### config.mk
export PLATFORM = sky130hd
export DESIGN_NAME = led_gs_receiver
export DESIGN_NICKNAME = d
export VERILOG_FILES = /design/src/rtl/led_pkg.sv /design/src/rtl/led_edge_detect.sv /design/src/rtl/led_gs_receiver.sv
export SDC_FILE = /design/constraint.sdc
export NUM_CORES = 1
export LEC_CHECK = 0
export ABC_AREA = 1
export CAP_MARGIN = 20
export CORE_MARGIN = 1.5
export CORE_UTILIZATION = 60
export CTS_CLUSTER_SIZE = 14
export DETAILED_ROUTE_END_ITERATION = 8
export PLACE_DENSITY = 0.77
export SYNTH_ARGS = -nofsm -noshare
export SYNTH_HDL_FRONTEND = slang
export SYNTH_SLANG_ARGS = --single-unit
### constraint.sdc
create_clock -name clk -period 2.3 [get_ports clk]
set_input_delay 0.46 -clock clk [delete_from_list [all_inputs] [get_ports clk]]
set_output_delay 0.46 -clock clk [all_outputs]
set_load 0.02 [all_outputs]
### src/rtl/led_pkg.sv
// rtl/led_pkg.sv - shared frame geometry and grayscale type for the LED serial link
package led_pkg;

  localparam int DEF_CHANNELS   = 16;
  localparam int DEF_GS_BITS    = 12;
  localparam int DEF_FRAME_BITS = DEF_CHANNELS * DEF_GS_BITS;

  typedef logic [DEF_GS_BITS-1:0] gs_t;

endpackage

### src/rtl/led_edge_detect.sv
// rtl/led_edge_detect.sv - registered previous level plus rise pulse for a clk-sampled level
module led_edge_detect (
  input  logic clk,
  input  logic rst,
  input  logic x,
  output logic rise
);

  logic x_q;

  always_ff @(posedge clk) begin
    if (rst) x_q <= 1'b0;
    else     x_q <= x;
  end

  assign rise = x & ~x_q;

endmodule

### src/rtl/led_gs_receiver.sv
// rtl/led_gs_receiver.sv - grayscale LED driver: serial frame shift, latch, frame check and PWM
module led_gs_receiver
  import led_pkg::*;
#(
  parameter int CHANNELS = DEF_CHANNELS,
  parameter int GS_BITS  = DEF_GS_BITS
) (
  input  logic                clk,
  input  logic                rst,
  input  logic                serial,
  input  logic                sclk,
  input  logic                lat,
  input  logic                gsclk,
  input  logic                blank,
  output logic [CHANNELS-1:0] out,
  output logic                sout,
  output logic                frame_ok,
  output logic                frame_err
);

  localparam int FRAME_BITS = CHANNELS * GS_BITS;
  localparam int CNT_W      = $clog2(FRAME_BITS + 2);
  localparam logic [CNT_W-1:0]   CNT_FULL = CNT_W'(FRAME_BITS);
  localparam logic [CNT_W-1:0]   CNT_MAX  = CNT_W'(FRAME_BITS + 1);
  localparam logic [GS_BITS-1:0] GS_MAX   = '1;

  logic                  sclk_rise, lat_rise, gsclk_rise;
  logic [FRAME_BITS-1:0] sr;
  logic [FRAME_BITS-1:0] gs;
  logic [CNT_W-1:0]      bit_cnt;
  logic [GS_BITS-1:0]    gs_cnt;
  logic [CHANNELS-1:0]   lit;

  led_edge_detect u_sclk_edge  (.clk(clk), .rst(rst), .x(sclk),  .rise(sclk_rise));
  led_edge_detect u_lat_edge   (.clk(clk), .rst(rst), .x(lat),   .rise(lat_rise));
  led_edge_detect u_gsclk_edge (.clk(clk), .rst(rst), .x(gsclk), .rise(gsclk_rise));

  // gs samples the pre-shift sr, so a bit arriving with lat belongs to the next frame
  always_ff @(posedge clk) begin
    if (rst) begin
      sr        <= '0;
      gs        <= '0;
      bit_cnt   <= '0;
      frame_ok  <= 1'b0;
      frame_err <= 1'b0;
    end else begin
      if (sclk_rise) sr <= {sr[FRAME_BITS-2:0], serial};
      if (lat_rise) begin
        gs      <= sr;
        bit_cnt <= sclk_rise ? CNT_W'(1) : '0;
      end else if (sclk_rise && bit_cnt != CNT_MAX) begin
        bit_cnt <= bit_cnt + CNT_W'(1);
      end
      frame_ok  <= lat_rise && (bit_cnt == CNT_FULL);
      frame_err <= lat_rise && (bit_cnt != CNT_FULL);
    end
  end

  always_ff @(posedge clk) begin
    if (rst || blank)                      gs_cnt <= '0;
    else if (gsclk_rise && gs_cnt != GS_MAX) gs_cnt <= gs_cnt + GS_BITS'(1);
  end

  for (genvar i = 0; i < CHANNELS; i++) begin : g_pwm
    assign lit[i] = gs_cnt < gs[i*GS_BITS +: GS_BITS];
  end

  always_ff @(posedge clk) begin
    if (rst || blank) out <= '0;
    else              out <= lit;
  end

  assign sout = sr[FRAME_BITS-1];

endmodule

==> impl_metrics.toml <==
[status]
status = "finished, final reports clean"

[sta]
hold_viol_final = 0
rsz0062_at_grt = "false"
setup_viol = 0
fmax_ghz = 0.497
timing.slew.headroom = 0.673
setup_slack_ns = 0.288
finalCritPeriodShare = 0.875
finClkSkew_ns = 0.0134
slew_violations = 0
min_period_ns = 2.01
setup_tns_ns = 0
worst_pin_slew_ns = 0.490

[logic_synthesis]
yosys_warnings = 0
synth_cells = 2435
syn_avg_cell_area_um2 = 7.82
ys_ff_latch = 425
netlist_area_um2 = 19000
synth_top_cell_by_area = "dfxtp_1"
synth_top_area_share = 0.447
synth.distinct_cells = 30
ys_seq_area_frac = 0.447
syn_nets = 2622
ys_top_cells_by_area = "dfxtp_1 45%, ha_1 12%, o21ai_0 9.3%"

[cts]
clk-insertion-delay-late_ns = 0.54
ctsHoldBuffers = 0
cts-root-buf = "clkbuf_16"
cts_tree = "built"
clk_path_buf_depth = 3
cts.sinks = 425
postCtsSetupBuffers = 0
clk_pin_slew_worst_paths_ns = 0.06
cts_buffers = 44
h-tree-depth = 2
cts-resized-gates = 0

[detailed_routing]
drt-vias-per-instance = 5.45
totalWireLength_mm = 41.3
num_vias = 15600
drc = 0
wire_per_inst_um = 14.4
drt_iter0_markers = 1093
postRouteAntennaNets = 0
first_pass_iters = 5

[floorplanning]
start_util = 0.606
core_area_um2 = 31400
die_w_um = 181
num_rows = 65
io_pins = 26
die_h_um = 181
die_area_um2 = 32800

[worst_setup_path]
cp_data_required_time_ns = 1.84
slowest_delay_ns = 0.63
cp-start-kind = "flip-flop"
crit_buf_inv = 1
slowest_stage = "clkdlybuf4s50_1"
cp-startpoint = "out[2]$_SDFF_PP0_"
crit_type = "flip-flop to output pin"
critPathArrivalTime_ns = 1.55
cp-end-kind = "output pin"
critPathTopFamily = "buffers and inverters"
rr_startpoint = "gs_cnt[2]$_SDFFE_PP0P_"
crit_fanout = 1
crit_chain = "clkdlybuf4s50_1"

[placed_design]
place.gp.congestion = 0.808
pre_cts_ws_ns = 0.161
io_buffers = 25
hpwl_mm = 26.0

[cells_and_area]
multi_input_area_um2 = 8850
layout.nets = 2617
regArea_um2 = 8510
syn2layout_area_growth_pct = 10.7
fillers = 2581
drive_gt1_frac = 0.0600
diodes = 0

[pwr]
leakage_nw = 9.20
ir_drop_mv = 0.535
powerDensity_nw_per_um2 = 798

[grt]
grt_pass1_vias = 15100
overflow = 0
grt_max_degree = 111
grt_first_pass_wirelength_mm = 71.0
antenna_found_initial = 0
gr-usage-all-layers = 0.257

[job]
maxCapViolCount = 0

[hold_path]
hold_class = "flip-flop to flip-flop"
hp-start = "gs[72]$_SDFFE_PP0P_"
## through the flow
step	utilization	cells	power, W	cell area, um2	hold slack [ns]
6_report	0.671	2867	0.0168	21100	0.448
5_1_grt	0.671	2867	0.0176	21100	0.468
4_1_cts	0.671	2867	0.0169	21100	0.449
3_5_place_dp	0.626	2786	0.0100	19600	0.440
3_3_place_gp	0.626	2786	0.00992	19600	0.434
2_1_floorplan	-	2435	0.00957	19000	0.424
## synth_stat cells
master    instances
o21ai_1          66
clkbuf_1         27
nor3_1            3
nand3b_1         16
nor2_8            1
nor2_4            2
nand2_1         191
a21boi_1          2
nor2_2            2
buf_2            75
inv_1           231
a21oi_1         286
nor2_1          464
or2_2             1
inv_4             1
nand4_1           4
nor3b_1           1
nor4_1           16
inv_2             4
ha_1            180
nand2_2           4
clkbuf_2          5
nand3_1          43
buf_6            20
clkinv_4          1
buf_4             7
nand2_4           1
o21ai_0         355
nand3_2           1
dfxtp_1         425
## sequential cells by signal, summed over array words and instances (netlist names)
name              flops
frame_err             1
u_gsclk_edge.x_q      1
bit_cnt               8
gs_cnt               12
u_sclk_edge.x_q       1
u_lat_edge.x_q        1
out                  16
gs                  192
frame_ok              1
sr                  192
## per-layer routing
layer | track usage | wire length (um) | up-vias
met5 | 0 | 0 | -
li1 | - | - | 8031
met4 | 0.0950 | 1330 | 0
met1 | 0.328 | 18900 | 7186
met3 | 0.0367 | 1900 | 102
met2 | 0.442 | 19200 | 318
## kinds of logic (layout without fill, tap and decap cells)
kind of cell | after synthesis | after routing | share of synthesized area
simple gates | 750 | 750 | 0.160
compound gates | 709 | 709 | 0.187
flops | 425 | 425 | 0.447
buf+inv | 371 | 401 | 0.0881
fa+ha+maj | 180 | 180 | 0.118
## final cells by class
| cell class | count | area share |
|---|---|---|
| Inverter | 237 | 0.0434 |
| Multi-Input combinational cell | 1639 | 0.420 |
| Timing Repair Buffer | 83 | 0.0409 |
| Clock buffer | 65 | 0.0622 |
| Tap cell | 402 | 0.0239 |
| Clock inverter | 16 | 0.00570 |
| Sequential cell | 425 | 0.404 |
## cells in the final DEF (no fill, tap or decap), types with 4 or more instances in the layout
cell / synthesis / final
clkinv_2: 0 / 10
clkbuf_16: 0 / 45
nand3b_1: 16 / 16
a21oi_1: 286 / 286
inv_1: 231 / 231
nand2_1: 191 / 191
nand2_2: 4 / 4
nor4_1: 16 / 16
clkbuf_1: 27 / 9
nand4_1: 4 / 4
o21ai_0: 355 / 355
clkbuf_8: 0 / 11
dfxtp_1: 425 / 425
ha_1: 180 / 180
buf_4: 7 / 44
nand3_1: 43 / 43
buf_12: 0 / 14
nor2_1: 464 / 464
clkdlybuf4s50_1: 0 / 25
o21ai_1: 66 / 66
## power breakdown
group          internal, W  switching [W]
sequential         0.00788       0.000249
clock              0.00407        0.00288
combinational     0.000626        0.00112
## final timing paths
kind         slack (ns)                 endpoint  cells after the start
max                0.29                   out[2]                      1
min reg2reg        0.45      gs[72]$_SDFFE_PP0P_                      2
min                0.45      gs[72]$_SDFFE_PP0P_                      2
max reg2reg        0.45  gs_cnt[10]$_SDFFE_PP0P_                      7
No activity file was read; power rests on OpenSTA's default activity.
